File: src/rtl/nn_weight_update_polar_if.sv
// Weight-store bus: training inputs in, weight bitstream out.
// CLK and INIT stay plain ports on the module.
interface nn_weight_update_polar_if #(
  parameter int W = 8
);
  logic         UPD_EN;
  logic         LOAD;
  logic [W-1:0] LOAD_VAL;
  logic         delta;
  logic         SIGN_delta;
  logic         a;
  logic [W-2:0] R;
  logic         alpha;
  logic         SIGN_alpha;
  logic [W-1:0] W_OUT;

  modport master (
    output UPD_EN, LOAD, LOAD_VAL,
    output delta, SIGN_delta, a, R,
    input  alpha, SIGN_alpha, W_OUT
  );

  modport slave (
    input  UPD_EN, LOAD, LOAD_VAL,
    input  delta, SIGN_delta, a, R,
    output alpha, SIGN_alpha, W_OUT
  );
endinterface

File: src/rtl/nn_weight_update_polar.sv
// Stochastic synapse weight: prescaled saturating update
// and sign-magnitude bitstream regeneration.
module nn_weight_update_polar #(
  parameter int W        = 8,
  parameter int LR_SHIFT = 4,
  parameter int W_INIT   = 0
) (
  input  logic CLK,
  input  logic INIT,
  nn_weight_update_polar_if.slave bus
);

  localparam logic [W-1:0] W_MAX = {1'b0, {(W-1){1'b1}}};
  localparam logic [W-1:0] W_MIN = {1'b1, {(W-2){1'b0}}, 1'b1};
  localparam logic [W-1:0] W_NEG = {1'b1, {(W-1){1'b0}}};
  localparam logic [W-1:0] W_ONE = W'(1);
  localparam logic [W-1:0] W_RST = W'(W_INIT);
  localparam logic [W-2:0] M_ONE = (W-1)'(1);

  logic         ev;
  logic         up;
  logic         dn;
  logic         req_up;
  logic         req_dn;
  logic [W-1:0] w_q;
  logic [W-1:0] w_nxt;
  logic [W-1:0] ld_val;
  logic [W-2:0] mag;
  logic         alpha_q;
  logic         sign_q;

  assign ev = bus.UPD_EN & bus.delta & bus.a;
  assign up = ev & bus.SIGN_delta;
  assign dn = ev & ~bus.SIGN_delta;

  generate
    if (LR_SHIFT == 0) begin : g_direct
      assign req_up = up;
      assign req_dn = dn;
    end else begin : g_pre
      localparam int PW = LR_SHIFT + 1;
      localparam logic [PW-1:0] P_ONE = PW'(1);
      localparam logic [PW-1:0] P_MAX =
        PW'((1 << LR_SHIFT) - 1);
      localparam logic [PW-1:0] P_MIN =
        PW'(-((1 << LR_SHIFT) - 1));

      logic [PW-1:0] p_q;

      assign req_up = up & (p_q == P_MAX);
      assign req_dn = dn & (p_q == P_MIN);

      // Prescaler: count net events, clear on wrap/load/reset
      always_ff @(posedge CLK) begin
        if (!INIT) begin
          p_q <= '0;
        end else if (bus.LOAD) begin
          p_q <= '0;
        end else if (req_up | req_dn) begin
          p_q <= '0;
        end else if (up) begin
          p_q <= p_q + P_ONE;
        end else if (dn) begin
          p_q <= p_q - P_ONE;
        end
      end
    end
  endgenerate

  assign ld_val = (bus.LOAD_VAL == W_NEG) ? W_MIN
                                          : bus.LOAD_VAL;

  // Next weight: load wins, else saturating +/-1 step
  always_comb begin
    w_nxt = w_q;
    if (bus.LOAD) begin
      w_nxt = ld_val;
    end else if (req_up && (w_q != W_MAX)) begin
      w_nxt = w_q + W_ONE;
    end else if (req_dn && (w_q != W_MIN)) begin
      w_nxt = w_q - W_ONE;
    end
  end

  // Weight register
  always_ff @(posedge CLK) begin
    if (!INIT) begin
      w_q <= W_RST;
    end else begin
      w_q <= w_nxt;
    end
  end

  assign mag = w_q[W-1] ? (~w_q[W-2:0] + M_ONE)
                        : w_q[W-2:0];

  // Bitstream regeneration from current weight and R
  always_ff @(posedge CLK) begin
    if (!INIT) begin
      alpha_q <= 1'b0;
      sign_q  <= 1'b0;
    end else begin
      alpha_q <= (mag > bus.R);
      sign_q  <= w_q[W-1];
    end
  end

  assign bus.alpha      = alpha_q;
  assign bus.SIGN_alpha = sign_q;
  assign bus.W_OUT      = w_q;

endmodule

File: src/flat_wrapper.sv
// flat-port wrapper written by rule: the top's interface ports become plain ports
module nn_weight_update_polar_flat 
#(
  parameter int W        = 8,
  parameter int LR_SHIFT = 4,
  parameter int W_INIT   = 0
)
  (CLK, INIT, bus_UPD_EN, bus_LOAD, bus_LOAD_VAL, bus_delta, bus_SIGN_delta, bus_a, bus_R, bus_alpha, bus_SIGN_alpha, bus_W_OUT);
  nn_weight_update_polar_if #(.W(W)) bus_i ();
  input  logic CLK;
  input  logic INIT;
  input wire logic [$bits(bus_i.UPD_EN)-1:0] bus_UPD_EN;
  input wire logic [$bits(bus_i.LOAD)-1:0] bus_LOAD;
  input wire logic [$bits(bus_i.LOAD_VAL)-1:0] bus_LOAD_VAL;
  input wire logic [$bits(bus_i.delta)-1:0] bus_delta;
  input wire logic [$bits(bus_i.SIGN_delta)-1:0] bus_SIGN_delta;
  input wire logic [$bits(bus_i.a)-1:0] bus_a;
  input wire logic [$bits(bus_i.R)-1:0] bus_R;
  output wire logic [$bits(bus_i.alpha)-1:0] bus_alpha;
  output wire logic [$bits(bus_i.SIGN_alpha)-1:0] bus_SIGN_alpha;
  output wire logic [$bits(bus_i.W_OUT)-1:0] bus_W_OUT;
  assign bus_i.UPD_EN = bus_UPD_EN;
  assign bus_i.LOAD = bus_LOAD;
  assign bus_i.LOAD_VAL = bus_LOAD_VAL;
  assign bus_i.delta = bus_delta;
  assign bus_i.SIGN_delta = bus_SIGN_delta;
  assign bus_i.a = bus_a;
  assign bus_i.R = bus_R;
  assign bus_alpha = bus_i.alpha;
  assign bus_SIGN_alpha = bus_i.SIGN_alpha;
  assign bus_W_OUT = bus_i.W_OUT;
  nn_weight_update_polar #(.W(W), .LR_SHIFT(LR_SHIFT), .W_INIT(W_INIT)) u_core (.CLK(CLK), .INIT(INIT), .bus(bus_i));
endmodule
File: config.mk
export PLATFORM = sky130hd
export DESIGN_NAME = nn_weight_update_polar_flat
export DESIGN_NICKNAME = d
export VERILOG_FILES = /design/src/rtl/nn_weight_update_polar_if.sv /design/src/rtl/nn_weight_update_polar.sv /design/src/flat_wrapper.sv
export SDC_FILE = /design/constraint.sdc
export NUM_CORES = 1
export LEC_CHECK = 0
export CAP_MARGIN = 25
export CORE_ASPECT_RATIO = 0.7
export CORE_MARGIN = 4
export CORE_UTILIZATION = 40
export DETAILED_ROUTE_END_ITERATION = 6
export GPL_ROUTABILITY_DRIVEN = 0
export GPL_TIMING_DRIVEN = 0
export PLACE_DENSITY_LB_ADDON = 0.05
export SLEW_MARGIN = 20
export SYNTH_ARGS = -nofsm -noshare
export SYNTH_HDL_FRONTEND = slang
export SYNTH_SLANG_ARGS = --single-unit
File: constraint.sdc
create_clock -name CLK -period 2.4 [get_ports CLK]
set_input_delay 0.36 -clock CLK [delete_from_list [all_inputs] [get_ports CLK]]
set_output_delay 0.36 -clock CLK [all_outputs]
set_load 0.1 [all_outputs]
==> impl_metrics.env, run 1 <==
export IMPL_post_drt_wl_per_cell_um=14.45
export IMPL_htreeDepth=1
export IMPL_synth_top_area_cell="dfxtp_1"
export IMPL_ir_drop_mv=0.2611
export IMPL_tightestPinTransition_ps=982.4
export IMPL_p_seq_share_pct=32.1
export IMPL_drive_above_1_share_pct=22.12
export IMPL_syn_area_per_cell_um2=8.143
export IMPL_met2_wirelength_um=1782
export IMPL_rsz0062_at_grt="yes"
export IMPL_most_common_layout_cells="clkdlybuf4s50_1, ha_1, inv_1, buf_4"
export IMPL_synth_area_mm2=0.001441
export IMPL_area_growth_pct=50.00
export IMPL_dp_cells=255
export IMPL_setup_viol=0
export IMPL_ant_nets=0
export IMPL_p_sw_mw=0.3387
export IMPL_startpoint="u_core.g_pre.p_q[0]"
export IMPL_viasPerCell=5.260
export IMPL_clockBufferDepth=2
export IMPL_final_common_cell="clkdlybuf4s50_1"
export IMPL_cts_tree="done"
export IMPL_synthFlopType="dfxtp_1"
export IMPL_cp_max_fo=5
export IMPL_grt_pass1_vias=1335
export IMPL_synth_seq_cells=15
export IMPL_cp_start_kind="flip-flop"
export IMPL_fp_dieW_um=79.75
export IMPL_syn_instance_count=177
export IMPL_top_layer="met4"
export IMPL_worstSetupPathType="reg2reg"
export IMPL_grt_antenna_before_repair=0
export IMPL_ff2ff_path_depth=10
export IMPL_routed_wl_met3_um=269
export IMPL_critPathRequiredTime_ps=2570
export IMPL_drt_pass1_iter_count=4
export IMPL_postSynth_asyncResetShare_pct=0
export IMPL_cp_data_arrival_time_ps=2550
export IMPL_worstHoldPathCells=2
export IMPL_fmax_mhz=420.7
export IMPL_p_per_area_mw_per_mm2=406.3
export IMPL_hold_end="u_core.g_pre.p_q[3]"
export IMPL_worstHoldPathType="reg2reg"
export IMPL_fillers=258
export IMPL_maxSlewHeadroom_pct=34.30
export IMPL_period_needed_ps=2377
export IMPL_final_cells=273
export IMPL_numCtsBuffers=3
export IMPL_holdBufCountCts=0
export IMPL_initial_core_util_pct=43.72
export IMPL_outcome="completed"
export IMPL_antenna_diode_count=0
export IMPL_fin_ws_ps=23.10
export IMPL_grt_pass1_wl_um=6099
export IMPL_rows=17
export IMPL_hold_viol=0
export IMPL_sw_frac_of_total_pct=38.56
export IMPL_yosysWarnings=0
export IMPL_pre_cts_slack_ps=-571.0
export IMPL_dp_final_hpwl_um=2985
export IMPL_report_final_slew_viol_count=0
export IMPL_die_area_mm2=0.004643
export IMPL_met1_length_um=1878
export IMPL_die_h_um=58.23
export IMPL_cts_sinks=15
export IMPL_drt_iter0_drc=56
export IMPL_grt_total_usage_pct=16.68
export IMPL_r2r_slack_ps=20
export IMPL_timing_final_crit_share_pct=99.04
export IMPL_seq_area_frac_synth_pct=20.83
export IMPL_clk_pin_slew_ps=70
export IMPL_vias=1436
export IMPL_grt_max_degree=11
export IMPL_cap_violations=0
export IMPL_pin_count=32
export IMPL_synth_cell_type_count=39
export IMPL_clock_skew_ps=1.667
export IMPL_clockPowerShare_pct=24.9
export IMPL_syn_num_nets=221
export IMPL_post_route_drc_count=0
export IMPL_combPwrFrac_pct=43.0
export IMPL_leakage_nw=0.8740
export IMPL_regToRegStartpoint="u_core.g_pre.p_q[0]"
export IMPL_core_mm2=0.003297
export IMPL_insertion_delay_ps=260
export IMPL_io_buffers=31
export IMPL_internal_power_mw=0.5397
export IMPL_timing_rr_end="u_core.bus.W_OUT[7]"
export IMPL_overflow=0
export IMPL_whs_ps=505.1
export IMPL_nets=271
export IMPL_synth_area_leaders="dfxtp_1, ha_1, xnor2_1"
export IMPL_synth_top_area_share_pct=20.83
export IMPL_hp_start="u_core.g_pre.p_q[3]"
export IMPL_end_kind="flip-flop"
export IMPL_routed_wl_um=3945
export IMPL_fin_total_pwr_mw=0.8785
export IMPL_root_buffer="clkbuf_8"
export IMPL_synth_edff_count=0
-- routing by layer --
metal,GRT usage (%),vias to the layer above
met2,27.23,39
met1,22.55,660
met5,0,-
met4,2.169,0
li1,-,735
met3,4.814,2
-- flip-flops by register name, summed over array words and instances (netlist names) --
signal,count
u_core.bus.W_OUT,8
u_core.g_pre.p_q,5
u_core.bus.alpha,1
u_core.bus.SIGN_alpha,1
-- cell type report --
class,count,area (um2),area share (%)
clock inverter,1,5.005,0.2315
buffer,5,33.78,1.563
sequential,15,326.6,15.10
inverter,15,56.30,2.604
tap,47,58.81,2.720
clock buffer,3,41.29,1.910
multi-input combinational,141,1199,55.44
timing repair buffer,46,441.7,20.43
-- cell families (layout without fill, tap and decap cells) --
group	after synthesis	in the layout	synth area share, %
and+or+nand+nor	54	54	20.23
AOI/OAI and AO/OA	44	44	19.01
adders and majority gates	22	22	20.14
buffers and inverters	21	70	6.510
xor gates and xnor gates	15	15	9.114
DFF	15	15	20.83
muxes	6	6	4.167
-- worst max-delay path: stages (launching register included) --
cell       delay [ps]
dfxtp_4           340
nand4_1           150
nor4_4            400
nand2_4           160
buf_12            170
ha_4              300
nand3_2           100
o2111ai_4         240
o31ai_4           100
xor2_1            160
o221ai_1          170
-- power by group through the flow --
stage | sequential (mW) | combinational, mW | clock [mW]
floorplan | 0.368 | 0.159 | 0
global placement | 0.291 | 0.326 | 0
detailed placement | 0.292 | 0.337 | 0
CTS | 0.286 | 0.342 | 0.225
global route | 0.285 | 0.408 | 0.240
finish | 0.282 | 0.378 | 0.219
-- worst max-delay path by stage --
stage	endpoint	slack, ps	depth (start not counted)
4_1_cts	u_core.bus.W_OUT[6]	2	9
2_1_floorplan	u_core.bus.W_OUT[7]	-70	10
3_3_place_gp	u_core.bus.W_OUT[6]	-560	10
6_report	u_core.bus.W_OUT[7]	20	10
5_1_grt	u_core.bus.W_OUT[7]	-130	10
3_5_place_dp	u_core.bus.W_OUT[6]	-570	10
-- cell usage after synthesis (3+ instances only) --
cell type / instances
a21o_1: 4
a21oi_1: 14
clkbuf_1: 4
dfxtp_1: 15
ha_1: 20
inv_1: 15
mux2i_1: 6
nand2_1: 14
nand3_1: 11
nand4_1: 3
nor2_1: 4
nor2b_1: 3
nor3_1: 4
o21ai_0: 10
o31ai_1: 3
xnor2_1: 11
xor2_1: 4
-- repair_timing --
action                     4_1_cts  5_1_grt
setup endpoints to repair        5        4
pin swaps                        8        7
buffers inserted                 5       10
cloned                           0        0
gates resized for setup          9       14
-- per-stage QoR --
step | setup TNS [ps] | util, % | cell area (um2)
after floorplan | -73.83 | - | 1556
after detailed placement | -2917 | 58.41 | 1926
after CTS | 0 | 61.56 | 2029
after global routing | -401.8 | 65.58 | 2162
final | 0 | 65.58 | 2162
after global placement | -2688 | 58.41 | 1926
Power figures use the tool's default switching activity.
==> inputs of run 2 (changes only) <==
Settings changed: CORE_MARGIN 4 to 5, MAX_ROUTING_LAYER set to met4.
==> impl_metrics.env, run 2 (synthesis results as in run 1) <==
export IMPL_outcome="completed"
export IMPL_rsz0062_at_grt="yes"
export IMPL_critPathRequiredTime_ps=2550
export IMPL_routed_wl_um=3829
export IMPL_clockBufferDepth=2
export IMPL_setup_viol=0
export IMPL_antenna_diode_count=0
export IMPL_drt_iter0_drc=72
export IMPL_viasPerCell=5.234
export IMPL_initial_core_util_pct=41.29
export IMPL_grt_pass1_vias=1359
export IMPL_fmax_mhz=419.9
export IMPL_r2r_slack_ps=20
export IMPL_area_growth_pct=47.57
export IMPL_io_buffers=31
export IMPL_worstHoldPathType="reg2reg"
export IMPL_clockPowerShare_pct=25.5
export IMPL_clk_pin_slew_ps=70
export IMPL_clock_skew_ps=1.223
export IMPL_holdBufCountCts=0
export IMPL_fin_total_pwr_mw=0.8693
export IMPL_grt_busiest_layer="met2"
export IMPL_leakage_nw=0.8536
export IMPL_most_common_layout_cells="clkdlybuf4s50_1, ha_1, inv_1"
export IMPL_largest_reg_flops=8
export IMPL_htreeDepth=1
export IMPL_nets=268
export IMPL_grt_use_met2_pct=28.19
export IMPL_ir_drop_mv=0.2789
export IMPL_grt_total_usage_pct=17.57
export IMPL_post_route_drc_count=0
export IMPL_cp_data_arrival_time_ps=2540
export IMPL_cap_violations=0
export IMPL_hold_viol=0
export IMPL_post_route_util_pct=60.93
export IMPL_regToRegStartpoint="u_core.bus.W_OUT[1]"
export IMPL_vias=1429
export IMPL_rows=18
export IMPL_cp_max_fo=7
export IMPL_internal_power_mw=0.5344
export IMPL_timing_final_crit_share_pct=99.24
export IMPL_period_needed_ps=2382
export IMPL_fillers=304
export IMPL_pin_count=32
export IMPL_report_final_slew_viol_count=0
export IMPL_post_drt_wl_per_cell_um=14.03
export IMPL_die_h_um=60.23
export IMPL_grt_max_degree=11
export IMPL_worstSetupPathType="reg2reg"
export IMPL_grt_antenna_before_repair=0
export IMPL_root_buffer="clkbuf_8"
export IMPL_core_mm2=0.003491
export IMPL_ff2ff_path_depth=11
export IMPL_maxSlewHeadroom_pct=34.95
export IMPL_insertion_delay_ps=260
export IMPL_overflow=0
export IMPL_fp_dieW_um=81.75
export IMPL_drive_above_1_share_pct=20.63
export IMPL_p_seq_share_pct=32.6
export IMPL_grt_pass1_wl_um=6348
export IMPL_end_kind="flip-flop"
export IMPL_sw_frac_of_total_pct=38.52
export IMPL_combPwrFrac_pct=41.9
export IMPL_endpoint="u_core.bus.W_OUT[6]"
export IMPL_timing_rr_end="u_core.bus.W_OUT[6]"
export IMPL_cp_start_kind="flip-flop"
export IMPL_dp_final_hpwl_um=2905
export IMPL_met1_usage_pct=22.30
export IMPL_drt_pass1_iter_count=4
export IMPL_cts_sinks=15
export IMPL_startpoint="u_core.bus.W_OUT[1]"
export IMPL_cts_tree="done"
export IMPL_ant_nets=0
export IMPL_tightestPinTransition_ps=972.8
export IMPL_die_area_mm2=0.004923
export IMPL_p_per_area_mw_per_mm2=408.7
export IMPL_grt_util_met3_pct=4.217
export IMPL_p_sw_mw=0.3349
export IMPL_numCtsBuffers=3
export IMPL_final_common_cell="clkdlybuf4s50_1"
==> run 2: changes by cell type in the layout (fill, tap and decap cells not counted), sizes merged <==
cell and delta:
clkdlybuf4s15 -3, dlygate4sd2 +3, buf -3
==> run 2: power groups by stage <==
stage                     clock network (mW)  registers (mW)  logic [mW]
after global placement                     0           0.291       0.328
after global routing                   0.243           0.286       0.400
after floorplan                            0           0.368       0.159
after CTS                              0.229           0.285       0.342
after detailed placement                   0           0.292       0.336
final                                  0.221           0.284       0.364
==> run 2: worst min-delay path by stage <==
stage	cells after the start	startpoint	to	slack (ps)
after detailed placement	2	u_core.g_pre.p_q[3]	u_core.g_pre.p_q[3]	500
after global placement	2	u_core.g_pre.p_q[3]	u_core.g_pre.p_q[3]	480
final	2	u_core.g_pre.p_q[1]	u_core.g_pre.p_q[1]	500
after CTS	2	u_core.g_pre.p_q[3]	u_core.g_pre.p_q[3]	510
after floorplan	2	u_core.g_pre.p_q[3]	u_core.g_pre.p_q[3]	460
after global routing	2	u_core.g_pre.p_q[1]	u_core.g_pre.p_q[1]	520
==> run 2: final cells by class <==
cell class	instances	area, um2	area share, %
multi-input combinational	141	1190	55.94
clock buffer	3	41.29	1.941
sequential	15	327.8	15.41
clock inverter	1	5.005	0.2353
inverter	15	56.30	2.647
buffer	5	33.78	1.588
timing repair buffer	43	410.4	19.29
tap	50	62.56	2.941
==> run 2: critical path: stages, from the launching register on <==
cell and delay (ps):
dfxtp_4 410, ha_4 140, and4b_1 220, nand4_1 170
nand2_4 200, buf_6 120, ha_4 200, a21o_1 190
a21oi_2 170, nand3b_1 130, nand3_1 80, a31o_2 250
==> run 2: layer usage <==
layer	up-vias	wire, um	share of wire (%)
li1	732	-	-
met1	661	1843	48
met2	31	1782	47
met3	5	169	4.4
met4	0	33	0.86
met5	-	0	0
==> run 2: what timing repair did <==
item | CTS | global route
pin swaps | 7 | 8
setup buffers | 6 | 6
setup endpoints to repair | 5 | 5
gates resized for setup | 9 | 10
gates cloned | 0 | 0
==> run 2: metrics by stage <==
stage	TNS, ps	area [um2]	hold WS [ps]	instances	setup slack, ps
after floorplan	-73.83	1556	461.8	177	-73.83
after global placement	-2746	1929	482.2	258	-568.4
after detailed placement	-2878	1929	497.3	258	-562.6
after CTS	0	2032	507.8	268	4.289
after global routing	-423.9	2127	519.4	273	-137.5
final	0	2127	499.4	273	18.26
